$ cat config.mk
export PLATFORM = sky130hd
export DESIGN_NAME = ysyx_22050612_mem_arbiter
export DESIGN_NICKNAME = d
export VERILOG_FILES = /design/src/rtl/ysyx_22050612_mem_arbiter.sv
export SDC_FILE = /design/constraint.sdc
export NUM_CORES = 1
export LEC_CHECK = 0
export CAP_MARGIN = 20
export CORE_AREA = 2 2 213 215
export CTS_BUF_LIST = sky130_fd_sc_hd__clkbuf_8
export CTS_CLUSTER_DIAMETER = 80
export DETAILED_ROUTE_END_ITERATION = 8
export DIE_AREA = 0 0 215 217
export GPL_TIMING_DRIVEN = 0
export MAX_ROUTING_LAYER = met4
export REMOVE_ABC_BUFFERS = 1
export SYNTH_ARGS = -nofsm -noshare
export SYNTH_HDL_FRONTEND = slang
export SYNTH_SLANG_ARGS = --single-unit
$ cat constraint.sdc
create_clock -name clk -period 1.9 [get_ports clk]
set_input_delay 0.38 -clock clk [delete_from_list [all_inputs] [get_ports clk]]
set_output_delay 0.38 -clock clk [all_outputs]
set_load 0.1 [all_outputs]
$ cat src/rtl/ysyx_22050612_mem_arbiter.sv
// Two-requester memory arbiter: instruction fetch (read-only) and load/store
// share a single memory port, with one transaction in flight at a time.
//
// Ports:
//   clk, rst_n                     clock, asynchronous active-low reset
//   if_req_*  / if_resp_*          fetch request / response handshakes
//   ls_req_*  / ls_resp_*          load/store request / response handshakes
//   mem_req_*                      registered request to memory (valid/ready)
//   mem_resp_valid, mem_resp_data  memory response pulse, no backpressure
module ysyx_22050612_mem_arbiter #(
    parameter int unsigned ADDR_W = 64,
    parameter int unsigned DATA_W = 64
) (
    input  logic                clk,
    input  logic                rst_n,
    // fetch port
    input  logic                if_req_valid,
    output logic                if_req_ready,
    input  logic [ADDR_W-1:0]   if_req_addr,
    output logic                if_resp_valid,
    input  logic                if_resp_ready,
    output logic [DATA_W-1:0]   if_resp_data,
    // load/store port
    input  logic                ls_req_valid,
    output logic                ls_req_ready,
    input  logic [ADDR_W-1:0]   ls_req_addr,
    input  logic                ls_req_wen,
    input  logic [DATA_W-1:0]   ls_req_wdata,
    input  logic [DATA_W/8-1:0] ls_req_wmask,
    output logic                ls_resp_valid,
    input  logic                ls_resp_ready,
    output logic [DATA_W-1:0]   ls_resp_data,
    // memory port
    output logic                mem_req_valid,
    input  logic                mem_req_ready,
    output logic [ADDR_W-1:0]   mem_req_addr,
    output logic                mem_req_wen,
    output logic [DATA_W-1:0]   mem_req_wdata,
    output logic [DATA_W/8-1:0] mem_req_wmask,
    input  logic                mem_resp_valid,
    input  logic [DATA_W-1:0]   mem_resp_data
);

    localparam int unsigned MaskW = DATA_W / 8;

    typedef enum logic [1:0] {StIdle, StIssue, StWait, StResp} state_e;

    state_e             state_q, state_d;
    logic               last_ls_q, last_ls_d;    // 1: load/store won the last grant
    logic               owner_ls_q, owner_ls_d;  // 1: current transaction belongs to LS
    logic [ADDR_W-1:0]  addr_q, addr_d;
    logic               wen_q, wen_d;
    logic [DATA_W-1:0]  wdata_q, wdata_d;
    logic [MaskW-1:0]   wmask_q, wmask_d;
    logic [DATA_W-1:0]  rdata_q, rdata_d;

    logic grant_if, grant_ls, owner_resp_ready;

    always_comb begin
        // On a tie, LS only wins if fetch won the previous grant.
        grant_ls         = ls_req_valid & (~if_req_valid | ~last_ls_q);
        grant_if         = if_req_valid & ~grant_ls;
        owner_resp_ready = owner_ls_q ? ls_resp_ready : if_resp_ready;
    end

    always_comb begin
        state_d    = state_q;
        last_ls_d  = last_ls_q;
        owner_ls_d = owner_ls_q;
        addr_d     = addr_q;
        wen_d      = wen_q;
        wdata_d    = wdata_q;
        wmask_d    = wmask_q;
        rdata_d    = rdata_q;

        unique case (state_q)
            StIdle: begin
                if (grant_ls) begin
                    addr_d     = ls_req_addr;
                    wen_d      = ls_req_wen;
                    wdata_d    = ls_req_wdata;
                    wmask_d    = ls_req_wmask;
                    owner_ls_d = 1'b1;
                    last_ls_d  = 1'b1;
                    state_d    = StIssue;
                end else if (grant_if) begin
                    addr_d     = if_req_addr;
                    wen_d      = 1'b0;
                    wdata_d    = '0;
                    wmask_d    = '0;
                    owner_ls_d = 1'b0;
                    last_ls_d  = 1'b0;
                    state_d    = StIssue;
                end
            end
            StIssue: begin
                if (mem_req_ready) state_d = StWait;
            end
            StWait: begin
                if (mem_resp_valid) begin
                    rdata_d = mem_resp_data;
                    state_d = StResp;
                end
            end
            StResp: begin
                if (owner_resp_ready) state_d = StIdle;
            end
            default: state_d = StIdle;
        endcase
    end

    always_ff @(posedge clk or negedge rst_n) begin
        if (!rst_n) begin
            state_q    <= StIdle;
            last_ls_q  <= 1'b1;  // fetch wins the first tie
            owner_ls_q <= 1'b0;
            addr_q     <= '0;
            wen_q      <= 1'b0;
            wdata_q    <= '0;
            wmask_q    <= '0;
            rdata_q    <= '0;
        end else begin
            state_q    <= state_d;
            last_ls_q  <= last_ls_d;
            owner_ls_q <= owner_ls_d;
            addr_q     <= addr_d;
            wen_q      <= wen_d;
            wdata_q    <= wdata_d;
            wmask_q    <= wmask_d;
            rdata_q    <= rdata_d;
        end
    end

    always_comb begin
        if_req_ready  = (state_q == StIdle) & grant_if;
        ls_req_ready  = (state_q == StIdle) & grant_ls;
        if_resp_valid = (state_q == StResp) & ~owner_ls_q;
        ls_resp_valid = (state_q == StResp) & owner_ls_q;
        if_resp_data  = rdata_q;
        ls_resp_data  = rdata_q;
        mem_req_valid = (state_q == StIssue);
        mem_req_addr  = addr_q;
        mem_req_wen   = wen_q;
        mem_req_wdata = wdata_q;
        mem_req_wmask = wmask_q;
    end

endmodule

==> flow_metrics.env <==
export IMPL_post_drt_via_cell_ratio=4.01
export IMPL_wl_per_cell_um=18.3
export IMPL_die_area_mm2=0.0467
export IMPL_place_port_buffers=542
export IMPL_rsz0062_at_grt="yes"
export IMPL_ys_seq_area_frac=0.590
export IMPL_crit_fanout=3
export IMPL_ys_seq_elements=205
export IMPL_wl_um=33400
export IMPL_grt_max_degree=107
export IMPL_synth_area_top_cells="dfrtp_1, mux2i_1, a22o_1"
export IMPL_postSynthCellCount=669
export IMPL_rows=78
export IMPL_drc=0
export IMPL_globalplace_congestion=0.817
export IMPL_cts_made_buffers=39
export IMPL_clk_pin_slew_worst_paths_ps=60
export IMPL_overflow=0
export IMPL_synth_cell_types=28
export IMPL_fin_crit_ps=2160
export IMPL_utilization=0.327
export IMPL_crit_type="register to primary output"
export IMPL_async_flop_share=1.00
export IMPL_hold_path_class="input port to register"
export IMPL_cts_buffer_depth=3
export IMPL_post_dp_hpwl_um=23300
export IMPL_fin_skew_ps=19.5
export IMPL_place_ws_ps=-1690
export IMPL_fin_nets=1475
export IMPL_max_stage_delay_ps=400
export IMPL_clkLatencyLatePin_ps=560
export IMPL_violations="negative setup slack"
export IMPL_cts_tree="done"
export IMPL_cp_start_kind="register"
export IMPL_synth_flop_cell="dfrtp_1"
export IMPL_crit_path_cell_trace="inv_2, ha_4, nand2_4, a21oi_4, buf_16, buf_16"
export IMPL_endpoint_kind="primary output"
export IMPL_relSlewSlack=0.441
export IMPL_min_from="ls_req_valid"
export IMPL_drt_iter0_drc=306
export IMPL_htree_levels=2
export IMPL_yosys_warnings=0
export IMPL_worstMarginPinSlew_ps=838
export IMPL_core_mm2=0.0447
export IMPL_grt_pass1_wl_um=46600
export IMPL_crit_start="state_q[0]"
export IMPL_crit_required_ps=1520
export IMPL_fillCellCount=4688
export IMPL_cts_sinks=205
export IMPL_final_critical_path_setup_slack_ps=-258
export IMPL_maxCapViolations=0
export IMPL_crit_buf_inv=3
export IMPL_ant_nets=0
export IMPL_grt_pass1_vias=7493
export IMPL_hold_viol=0
export IMPL_synth_top_cell_by_area="dfrtp_1"
export IMPL_drv_slew=0
export IMPL_min_period_over_period=1.14
export IMPL_finalSetupViolCount=20
export IMPL_die_w_um=215
export IMPL_syn2layout_area_growth_pct=68.3
export IMPL_cp_top_family="buffers and inverters"
export IMPL_dr_pass1_iters=4
export IMPL_num_vias=7320
export IMPL_antenna_found_initial=2
export IMPL_outcome="complete, but fails checks"
export IMPL_io_pins=543
export IMPL_yosysMostFrequentCell="dfrtp_1"
export IMPL_synth_avg_cell_area_um2=13.0
export IMPL_cts_root_buffer="clkbuf_8"
export IMPL_synthTopCellsByCount="dfrtp_1, a22o_1, buf_4"
export IMPL_die_height_um=217
export IMPL_grt_usage=0.135
export IMPL_reg2reg_from="state_q[0]"
export IMPL_cp_common_cell="buf_16"
export IMPL_synth_area_mm2=0.00870
export IMPL_synth_edff_count=0
export IMPL_start_util=0.195
export IMPL_drive_above_1_share=0.348
export IMPL_crit_path_top_delay_cell="dfrtp_1"
export IMPL_netlist_area_leader_share=0.587
export IMPL_max_freq_mhz=463
export IMPL_cp_data_arrival_time_ps=1780
cell families (layout without fill, tap and decap cells):
kind of cell	after synthesis	count (layout)	share of synthesized area
other cells	0	1	0
compound gates	145	146	0.118
simple gates	74	75	0.0325
fa+ha+maj	4	4	0.00575
mux	130	130	0.159
buf+inv	111	665	0.0939
flops	205	205	0.590
path summary, 6_finish.rpt:
check / endpoint / slack, ps / cells past startpoint
min in group asynchronous: mem_req_wdata[28] / 460 / 2
min reg2reg: mem_req_addr[40] / 480 / 2
max in group asynchronous: mem_req_addr[19] / 390 / 3
max: ls_req_ready / -260 / 6
max reg2reg: mem_req_addr[26] / -50 / 11
min: last_ls_q / 390 / 3
layout make-up:
class                   count  area, µm²  area share
diodes                      1       2.50    0.000171
multi-input cells         355       2890       0.197
clock inverters            16       65.1     0.00444
flip-flops and latches    205       5130       0.351
clock buffers              52        716      0.0489
well taps                 600        751      0.0513
repair buffers            593       5070       0.346
inverters                   4       15.0     0.00103
worst reg2reg max path, delay by kind of cell (launching register included):
family / cells / cell delay (ps)
compound gates: 2 / 190
buf+inv: 7 / 1050
flops: 1 / 380
simple gates: 1 / 70
fa+ha+maj: 1 / 170
flip-flops by register name, indices dropped and copies added (netlist names):
name,cells
if_resp_data,64
last_ls_q,1
mem_req_addr,64
mem_req_wdata,64
mem_req_wen,1
mem_req_wmask,8
owner_ls_q,1
state_q,2
cell usage in the layout, fill, tap and decap left out, types with 15 or more instances in the layout:
master / count
o21ai_1: 64
mux2_2: 27
a22o_1: 73
buf_4: 46
inv_1: 15
clkdlybuf4s50_1: 269
mux2_1: 37
clkdlybuf4s18_2: 29
nand2_1: 65
buf_2: 214
clkbuf_8: 52
mux2i_1: 64
dfrtp_1: 204
routing by layer:
layer	up-vias	GRT usage	share of wire	wire length (µm)
met3	53	0.0408	0.075	2490
met2	350	0.231	0.51	16900
met5	-	-	0	0
met4	0	0.0497	0.026	880
met1	3546	0.149	0.39	13100
li1	3371	-	-	-
per-stage QoR:
stage               cell area [µm²]   TNS, ps  instances  hold slack (ps)
finish                        14600     -1180       1826              389
global route                  14600     -3120       1826              363
CTS                           14500     -1400       1801              342
detailed placement            14300    -94890       1715              459
global placement              14100  -2643170       1704              467
floorplan                      7900   -489310        562             84.4
timing repair:
action / 4_1_cts / 5_1_grt
cloned: 3 / 7
pin swaps: 4 / 2
hold endpoints to repair: 99 / 0
hold buffers: 1 / 0
setup endpoints to repair: 399 / 150
buffers inserted: 15 / 17
gates resized for setup: 1311 / 70
Power is not shown: default switching activity piles up to over one toggle a cycle in this logic, so the estimate is an artifact.
